[src/rtl/chip8_keypad_scanner.sv]
// chip8_keypad_scanner
//
// Drives and scans the 4x4 CHIP-8 hex keypad matrix, debounces every key
// and reports the debounced key vector plus the index of the most recently
// pressed key. The core discards a stale key by raising
// clear_newest_key_down, then waits for newest_key_down < 16.
//
// Ports:
//   clk                    system clock (shared with the core)
//   rst_n                  synchronous active-low reset
//   col_out[3:0]           column drive, active-low, one column low at a time
//   row_in[3:0]            row sense, active-low, asynchronous to clk
//   input_keys[15:0]       debounced key state, bit k = hex key k pressed
//   newest_key_down[4:0]   index of the newest debounced press, 16 = none
//   clear_newest_key_down  rising edge discards the held newest key
//
// Parameters:
//   SCAN_DIV        clk cycles each column is driven (>= 4)
//   DEBOUNCE_SCANS  consecutive differing samples needed to flip a key (>= 1)

module chip8_keypad_scanner #(
   parameter int SCAN_DIV       = 4,
   parameter int DEBOUNCE_SCANS = 3
) (
   input  logic        clk,
   input  logic        rst_n,
   output logic [3:0]  col_out,
   input  logic [3:0]  row_in,
   output logic [15:0] input_keys,
   output logic [4:0]  newest_key_down,
   input  logic        clear_newest_key_down
);

   localparam int DWELL_W = (SCAN_DIV > 1) ? $clog2(SCAN_DIV) : 1;
   localparam int CNT_W   = (DEBOUNCE_SCANS > 1) ? $clog2(DEBOUNCE_SCANS) : 1;
   localparam logic [DWELL_W-1:0] DWELL_LAST = DWELL_W'(SCAN_DIV - 1);
   localparam logic [CNT_W-1:0]   CNT_LAST   = CNT_W'(DEBOUNCE_SCANS - 1);

   logic [DWELL_W-1:0]        dwell;
   logic [1:0]                col;
   logic [3:0]                row_meta;
   logic [3:0]                row_sync;
   logic [3:0]                pressed_rows;
   logic                      sample;
   logic [15:0]               stable;
   logic [15:0]               stable_nxt;
   logic [15:0][CNT_W-1:0]    cnt;
   logic [15:0][CNT_W-1:0]    cnt_nxt;
   logic [15:0]               press;
   logic                      press_any;
   logic [3:0]                press_idx;
   logic [3:0]                key_sel;
   logic                      clear_d;
   logic [4:0]                newest;

   // Matrix position to hex key, following the printed keypad layout.
   function automatic logic [3:0] key_at(input logic [1:0] r, input logic [1:0] c);
      key_at = 4'h0;
      case ({r, c})
         4'b00_00: key_at = 4'h1;
         4'b00_01: key_at = 4'h2;
         4'b00_10: key_at = 4'h3;
         4'b00_11: key_at = 4'hC;
         4'b01_00: key_at = 4'h4;
         4'b01_01: key_at = 4'h5;
         4'b01_10: key_at = 4'h6;
         4'b01_11: key_at = 4'hD;
         4'b10_00: key_at = 4'h7;
         4'b10_01: key_at = 4'h8;
         4'b10_10: key_at = 4'h9;
         4'b10_11: key_at = 4'hE;
         4'b11_00: key_at = 4'hA;
         4'b11_01: key_at = 4'h0;
         4'b11_10: key_at = 4'hB;
         4'b11_11: key_at = 4'hF;
         default:  key_at = 4'h0;
      endcase
   endfunction

   // Rows are only looked at on the last dwell cycle of a column, so the
   // synchroniser output by then reflects rows that settled under this column.
   assign sample       = (dwell == DWELL_LAST);
   assign pressed_rows = ~row_sync;
   assign col_out      = ~(4'b0001 << col);
   assign input_keys   = stable;
   assign newest_key_down = newest;

   // Row synchroniser and clear edge-detect history.
   always_ff @(posedge clk) begin
      if (!rst_n) begin
         row_meta <= '0;
         row_sync <= '0;
         clear_d  <= 1'b0;
      end else begin
         row_meta <= row_in;
         row_sync <= row_meta;
         clear_d  <= clear_newest_key_down;
      end
   end

   // Column dwell counter; the column advances on the cycle after its sample.
   always_ff @(posedge clk) begin
      if (!rst_n) begin
         dwell <= '0;
         col   <= 2'd0;
      end else if (sample) begin
         dwell <= '0;
         col   <= col + 2'd1;
      end else begin
         dwell <= dwell + DWELL_W'(1);
      end
   end

   // Debounce of the four keys in the current column. A counter only runs
   // while the sample disagrees with the stable state; any agreeing sample
   // restarts it, so a flip needs DEBOUNCE_SCANS consecutive disagreements.
   always_comb begin
      stable_nxt = stable;
      cnt_nxt    = cnt;
      press      = '0;
      key_sel    = 4'h0;
      if (sample) begin
         for (int r = 0; r < 4; r++) begin
            key_sel = key_at(2'(r), col);
            if (pressed_rows[r] == stable[key_sel]) begin
               cnt_nxt[key_sel] = '0;
            end else if (cnt[key_sel] == CNT_LAST) begin
               stable_nxt[key_sel] = pressed_rows[r];
               cnt_nxt[key_sel]    = '0;
               press[key_sel]      = pressed_rows[r];
            end else begin
               cnt_nxt[key_sel] = cnt[key_sel] + CNT_W'(1);
            end
         end
      end
   end

   // Simultaneous presses resolve to the lowest hex index.
   always_comb begin
      press_any = 1'b0;
      press_idx = 4'h0;
      for (int i = 15; i >= 0; i--) begin
         if (press[i]) begin
            press_any = 1'b1;
            press_idx = 4'(i);
         end
      end
   end

   // Debounced state, counters and the newest-key register. A press event
   // takes priority over a clear edge arriving in the same cycle.
   always_ff @(posedge clk) begin
      if (!rst_n) begin
         stable <= '0;
         cnt    <= '0;
         newest <= 5'd16;
      end else begin
         stable <= stable_nxt;
         cnt    <= cnt_nxt;
         if (press_any) begin
            newest <= {1'b0, press_idx};
         end else if (clear_newest_key_down && !clear_d) begin
            newest <= 5'd16;
         end
      end
   end

endmodule

[config.mk]
export PLATFORM = sky130hd
export DESIGN_NAME = chip8_keypad_scanner
export DESIGN_NICKNAME = d
export VERILOG_FILES = /design/src/rtl/chip8_keypad_scanner.sv
export SDC_FILE = /design/constraint.sdc
export NUM_CORES = 1
export LEC_CHECK = 0
export ABC_AREA = 0
export BUFFER_PORTS_ARGS = -buffer_cell sky130_fd_sc_hd__buf_2
export CORE_ASPECT_RATIO = 0.6
export CORE_MARGIN = 2
export CORE_UTILIZATION = 66
export CTS_CLUSTER_SIZE = 14
export DETAILED_ROUTE_END_ITERATION = 8
export GPL_TIMING_DRIVEN = 0
export PLACE_DENSITY_LB_ADDON = 0.12
export SETUP_SLACK_MARGIN = 0.02
export SYNTH_ARGS = -nofsm -noshare
export SYNTH_HDL_FRONTEND = slang
export SYNTH_SLANG_ARGS = --single-unit
[constraint.sdc]
create_clock -name clk -period 12.7 [get_ports clk]
set_clock_uncertainty 0.05 [all_clocks]
set_input_delay 3.175 -clock clk [delete_from_list [all_inputs] [get_ports clk]]
set_output_delay 3.175 -clock clk [all_outputs]
set_load 0.01 [all_outputs]
## After elaboration in Yosys (flattened, before gate mapping)

Cells that the tools add are included.

- Add/sub/neg operators: 6
- $lt $le $gt $ge: 8
- Equality and inequality tests: 12
- Shifts and indexed selects: 1
- Mux-type cells: 119
- Bitwise logic cells: 12
- Reductions and logical operators: 9

Operator list:

| operator | count |
|---|---|
| two-way mux 16 bit | 23 |
| two-way mux 32 bit | 11 |
| bitwise AND 32 bit | 4 |
| bitwise mux 32 bit | 4 |
| NOT 32 bit | 4 |
| bitwise mux 16 bit | 7 |
| two-way mux 4 bit | 20 |
| case mux 4 bit (4 select lines) | 4 |
| binary-select mux 2 bit (select 4 bit) | 4 |
| demux 2 bit (select 4 bit) | 4 |
| two-way mux 1 bit | 24 |
| less-than comparator 4 x 5 -> 1 bit, second input constant | 4 |
| bitwise AND 16 bit | 1 |
| binary-select mux 1 bit (select 4 bit) | 4 |
| demux 1 bit (select 4 bit) | 4 |
| greater-or-equal comparator 4 x 1 -> 1 bit, second input constant | 4 |
| two-way mux 2 bit | 8 |
| == test 2 bit, second input constant | 7 |
| adder 2 x 1 -> 2 bit, second input constant | 6 |
| two-way mux 5 bit | 2 |
| NOT 4 bit | 2 |
| logical AND 1 bit | 5 |
| == test 1 bit | 4 |
| left shift 1 x 2 -> 4 bit, first input constant | 1 |
| 6 further kinds | 6 |

- Bits in registers: 66
- Input port bits: 7
- Logic and storage cells: 190

## Longest topological paths before layout

- Depth in word-level cells: 40
- Mapped depth: 19

## Worst setup path after synthesis

No wires, ideal clock.

- Path kind: register to output
- Start: reg col[0]
- End: out col_out[2]
- Data arrival time: 1.778 ns
- Data required time: 9.475 ns
- Setup slack: 7.697 ns
- Stages on the path, launching flop included: 7
- Path buffers: 3
- Cells stage by stage: dfxtp_1 buf_6 clkbuf_1 inv_1 ha_1 clkbuf_1 inv_1

- Longest elaborated chain between the ends: 2

Ends and longest elaborated chain:

| item | RTL line | text |
|---|---|---|
| from (decl) | 40 | `logic [1:0] col;` |
| from (signal assigned) | 108 | `col <= col + 2'd1;` |
| left shift 1 x 2 -> 4 bit | 84 | `assign col_out = ~(4'b0001 << col);` |
| NOT 4 bit | 84 |  |
| to (decl) | 27 | `output logic [3:0] col_out,` |

No other way between the ends.

## Final worst setup path

- Start: reg col[0]
- End: reg newest[0] (netlist: newest_key_down[0])

- Longest elaborated chain between the ends: 40

Ends and longest elaborated chain:

| item | RTL line | text |
|---|---|---|
| == test 2 bit (tied with other cells) | 59 | `case ({r, c})` |
| case mux 4 bit (4 select lines) | 59 |  |
| two-way mux 4 bit | 122 | `if (sample) begin` |
| less-than comparator 4 x 5 -> 1 bit (not written as such) / greater-or-equal comparator 4 x 1 -> 1 bit (equally long branches) | 130 | `press[key_sel] = pressed_rows[r];` |
| logical AND 1 bit (not written as such) | 130 |  |
| two-way mux 1 bit (not written as such) | 130 |  |
| demux 1 bit (select 4 bit) | 130 |  |
| bitwise AND 16 bit (no source line) | n/a |  |
| [9 not listed] | n/a |  |
| two-way mux 16 bit | 125 | `if (pressed_rows[r] == stable[key_sel]) begin` |
| two-way mux 16 bit | 122 |  |
| bitwise mux 16 bit | 130 |  |
| two-way mux 16 bit | 127 | `end else if (cnt[key_sel] == CNT_LAST) begin` |
| two-way mux 16 bit * | 125 |  |
| two-way mux 16 bit * | 122 |  |
| two-way mux 4 bit / two-way mux 1 bit (equally long branches) (16 in series) | 143 | `if (press[i]) begin` |
| two-way mux 5 bit / nonzero test 2 bit (equally long branches) | n/a |  |
| to (signal assigned) | 161 | `newest <= {1'b0, press_idx};` |
| to (decl) | 54 | `logic [4:0] newest;` |

Mark *: on every way between the ends. The rest lies on a longest branch, timed or not. The select of a mux whose other input is x is not followed.
A chain may end at the register's enable or synchronous reset.

==> qor.yml <==
status: "complete, but fails checks"
failed_checks: "DRC"
cts-hold-fix-buffers: 0
min_path_type: "reg2reg"
power_leakage_nw: 1.95
initial_core_util_pct: 69.2
yosysWarningCount: 0
vias_per_cell: 7.48
drc: 4
layout_min_cycle_time_ns: 6.47
hold_ws_ns: 0.385
cts_root_buf: "clkbuf_16"
cts_resized: 0
track_usage_pct: 45.7
grt_pass1_wl_um: 27200
netlist-cell-type-count: 78
fin_ws_ns: 6.23
critPathMaxStageDelay_ns: 0.71
final_area_um2: 5310
synth-edff-count: 0
post_cts_buffers: 0
synthToLayoutAreaGrowth_pct: 13.1
via_count: 5392
finalNetCount: 649
synth_compound_area_share_pct: 28.4
powerDensity_nw_per_um2: 116
synth-simple-area-share_pct: 21.4
finalSetupViolCount: 0
wirelength_um: 18100
synth_fp_nets: 607
cp.required_ns: 12.89
drt_iter0_markers: 1275
slew_viol_final: 0
synthCells: 587
worst_pin_slew_ns: 1.19
ctsLongestPathBuffers: 2
critical_path_buf_inv_count: 6
critical-path-top-delay-family: "buffers and inverters"
place.gp.congestion: 1.06
syn_area_um2: 4700
drive_above_1_share_pct: 15.6
dp_slack_ns: 6.71
cap_violations: 0
postRouteAntennaNets: 0
period_share_pct: 50.9
numCtsBuffers: 9
place_inst: 705
synth.avg_cell_area_um2: 8.00
slew_headroom_pct: 20.2
grt_setup_unrepaired: "false"
port_buffers: 31
ys_seq_elements: 66
hpwl_um: 12900
wire_per_inst_um: 25.1
grt_max_degree: 13
clock_latency_ns: 0.35
crit_path_max_fanout: 10
crit_path_end_kind: "register"
fin_cells: 721
yosysSeqAreaShare_pct: 28.1
clock.fmax_mhz: 155
tns_ns: 0
htreeDepth: 3
antenna_found_initial: 0
clk_pin_slew_worst_paths_ns: 0.06
grt_overflow: 0
io_pins: 32
synth_top_family_by_area: "compound AO/OA/AOI/OAI gates"
first_pass_iters: 9
die_height_um: 69.4
criticalPathCategory: "reg2reg"
final_cell_mix: "nand2_1, dfxtp_1, a21oi_1"
synth_xor_xnor_area_share_pct: 1.28
synth_mux_area_share_pct: 12.0
cts_tree: "yes"
die_w_um: 113
synth-main-ff-cell: "dfxtp_1"
dieArea_um2: 7830
hold_viol_final: 0
layout_commonest_cell: "nand2_1"
crit_chain: "buf_6 -> clkbuf_1 -> inv_1 -> ha_1 -> buf_6 -> buf_2 -> nor2_1 -> mux2i_1 -> mux4_2 -> ha_1 -> inv_1 -> nor2_1 -> nand2_1 -> o32ai_2 -> a211oi_1 -> a2111o_1 -> o2bb2ai_1"
cp.arrival_ns: 6.66
n_antenna_cell: 0
startpoint_type: "register"
ir_drop_v: 0.0000866
grt_pass1_vias: 4938
core-area_um2: 6790
placed_area_um2: 4960
cts.sinks: 66
crit_slowest_cell: "nor2_1"
async_flop_share_pct: 0
rows: 23
yosys.area_share.adder_pct: 3.46
[cell type report]
type	instances	area (µm²)
Buffer	35	166
Clock buffer	10	239
Tap cell	87	109
Timing Repair Buffer	31	155
Fill cell	504	1480
Clock inverter	6	113
Multi-Input combinational cell	464	3130
Sequential cell	66	1320
Inverter	22	82.6
[cell families (layout without fill, tap and decap cells)]
logic type	after synthesis	count (layout)
AO/OA/AOI/OAI	190	190
XOR/XNOR	6	6
adder cells (fa/ha/maj)	13	13
buffers and inverters	57	104
flip-flops	66	66
multiplexers	44	44
AND/OR/NAND/NOR	211	211
[sequential cells by signal, summed over array words and instances, names as in the netlist]
| signal | count |
|---|---|
| col | 2 |
| cnt | 32 |
| row_meta | 4 |
| input_keys | 16 |
| dwell | 2 |
| newest_key_down | 5 |
| row_sync | 4 |
| clear_d | 1 |
[report_power, final]
group	leakage (nW)	switching (W)	internal (W)	total [W]
Clock	0.173	0.000101	0.000198	0.000299
Sequential	0.535	0.00000754	0.000213	0.000221
Combinational	1.24	0.0000678	0.0000306	0.0000984
[worst paths after layout]
check	from	to	slack, ns	cells after the start
worst min register to register	dwell[0]	dwell[0]	0.38	1
worst min-delay path	dwell[0]	dwell[0]	0.38	1
worst max-delay path	col[0]	newest_key_down[0]	6.23	17
worst max register to register	col[0]	newest_key_down[0]	6.23	17
[layer usage]
| layer | up-vias | global-route usage (%) | wire (µm) |
|---|---|---|---|
| met5 | - | 1.33 | 10 |
| met4 | 2 | 21.3 | 978 |
| met3 | 141 | 24.1 | 3770 |
| met2 | 595 | 59.8 | 6800 |
| met1 | 2411 | 61.2 | 6550 |
| li1 | 2243 | - | - |
[metrics by stage]
stage,power (W),util (%)
floorplan,0.000285,-
global placement,0.000313,73.1
detailed placement,0.000315,73.1
CTS,0.000605,78.2
global route,0.000626,78.2
finish,0.000618,78.2
[cell usage after synthesis (4+ instances only)]
master     n  share of area, %
mux4_2     7               3.4
and3_1     6              0.80
or3_1      5              0.67
clkinv_1   4              0.32
and2_1    16               2.1
nor2b_1    6              0.80
o22ai_1    6              0.80
xnor2_1    5              0.93
nand2_1   75               6.0
mux2_2    11               2.6
dfxtp_1   66                28
nand2b_1   9               1.2
nand3_1   19               2.0
clkbuf_1  24               1.9
o21ai_1    4              0.43
o21a_1     4              0.64
or2_1      4              0.53
nor3_1    13               1.4
ha_1      13               3.5
a211oi_1  17               2.7
nor2_1    45               3.6
o211a_1    4              0.85
o21ai_0   35               3.7
buf_2      4              0.43
a21oi_1   51               5.4
inv_1     18               1.4
o211ai_1  11               1.8
a31oi_1    7              0.93
mux2i_1   22               4.7
(Power assumes the default switching activity.)
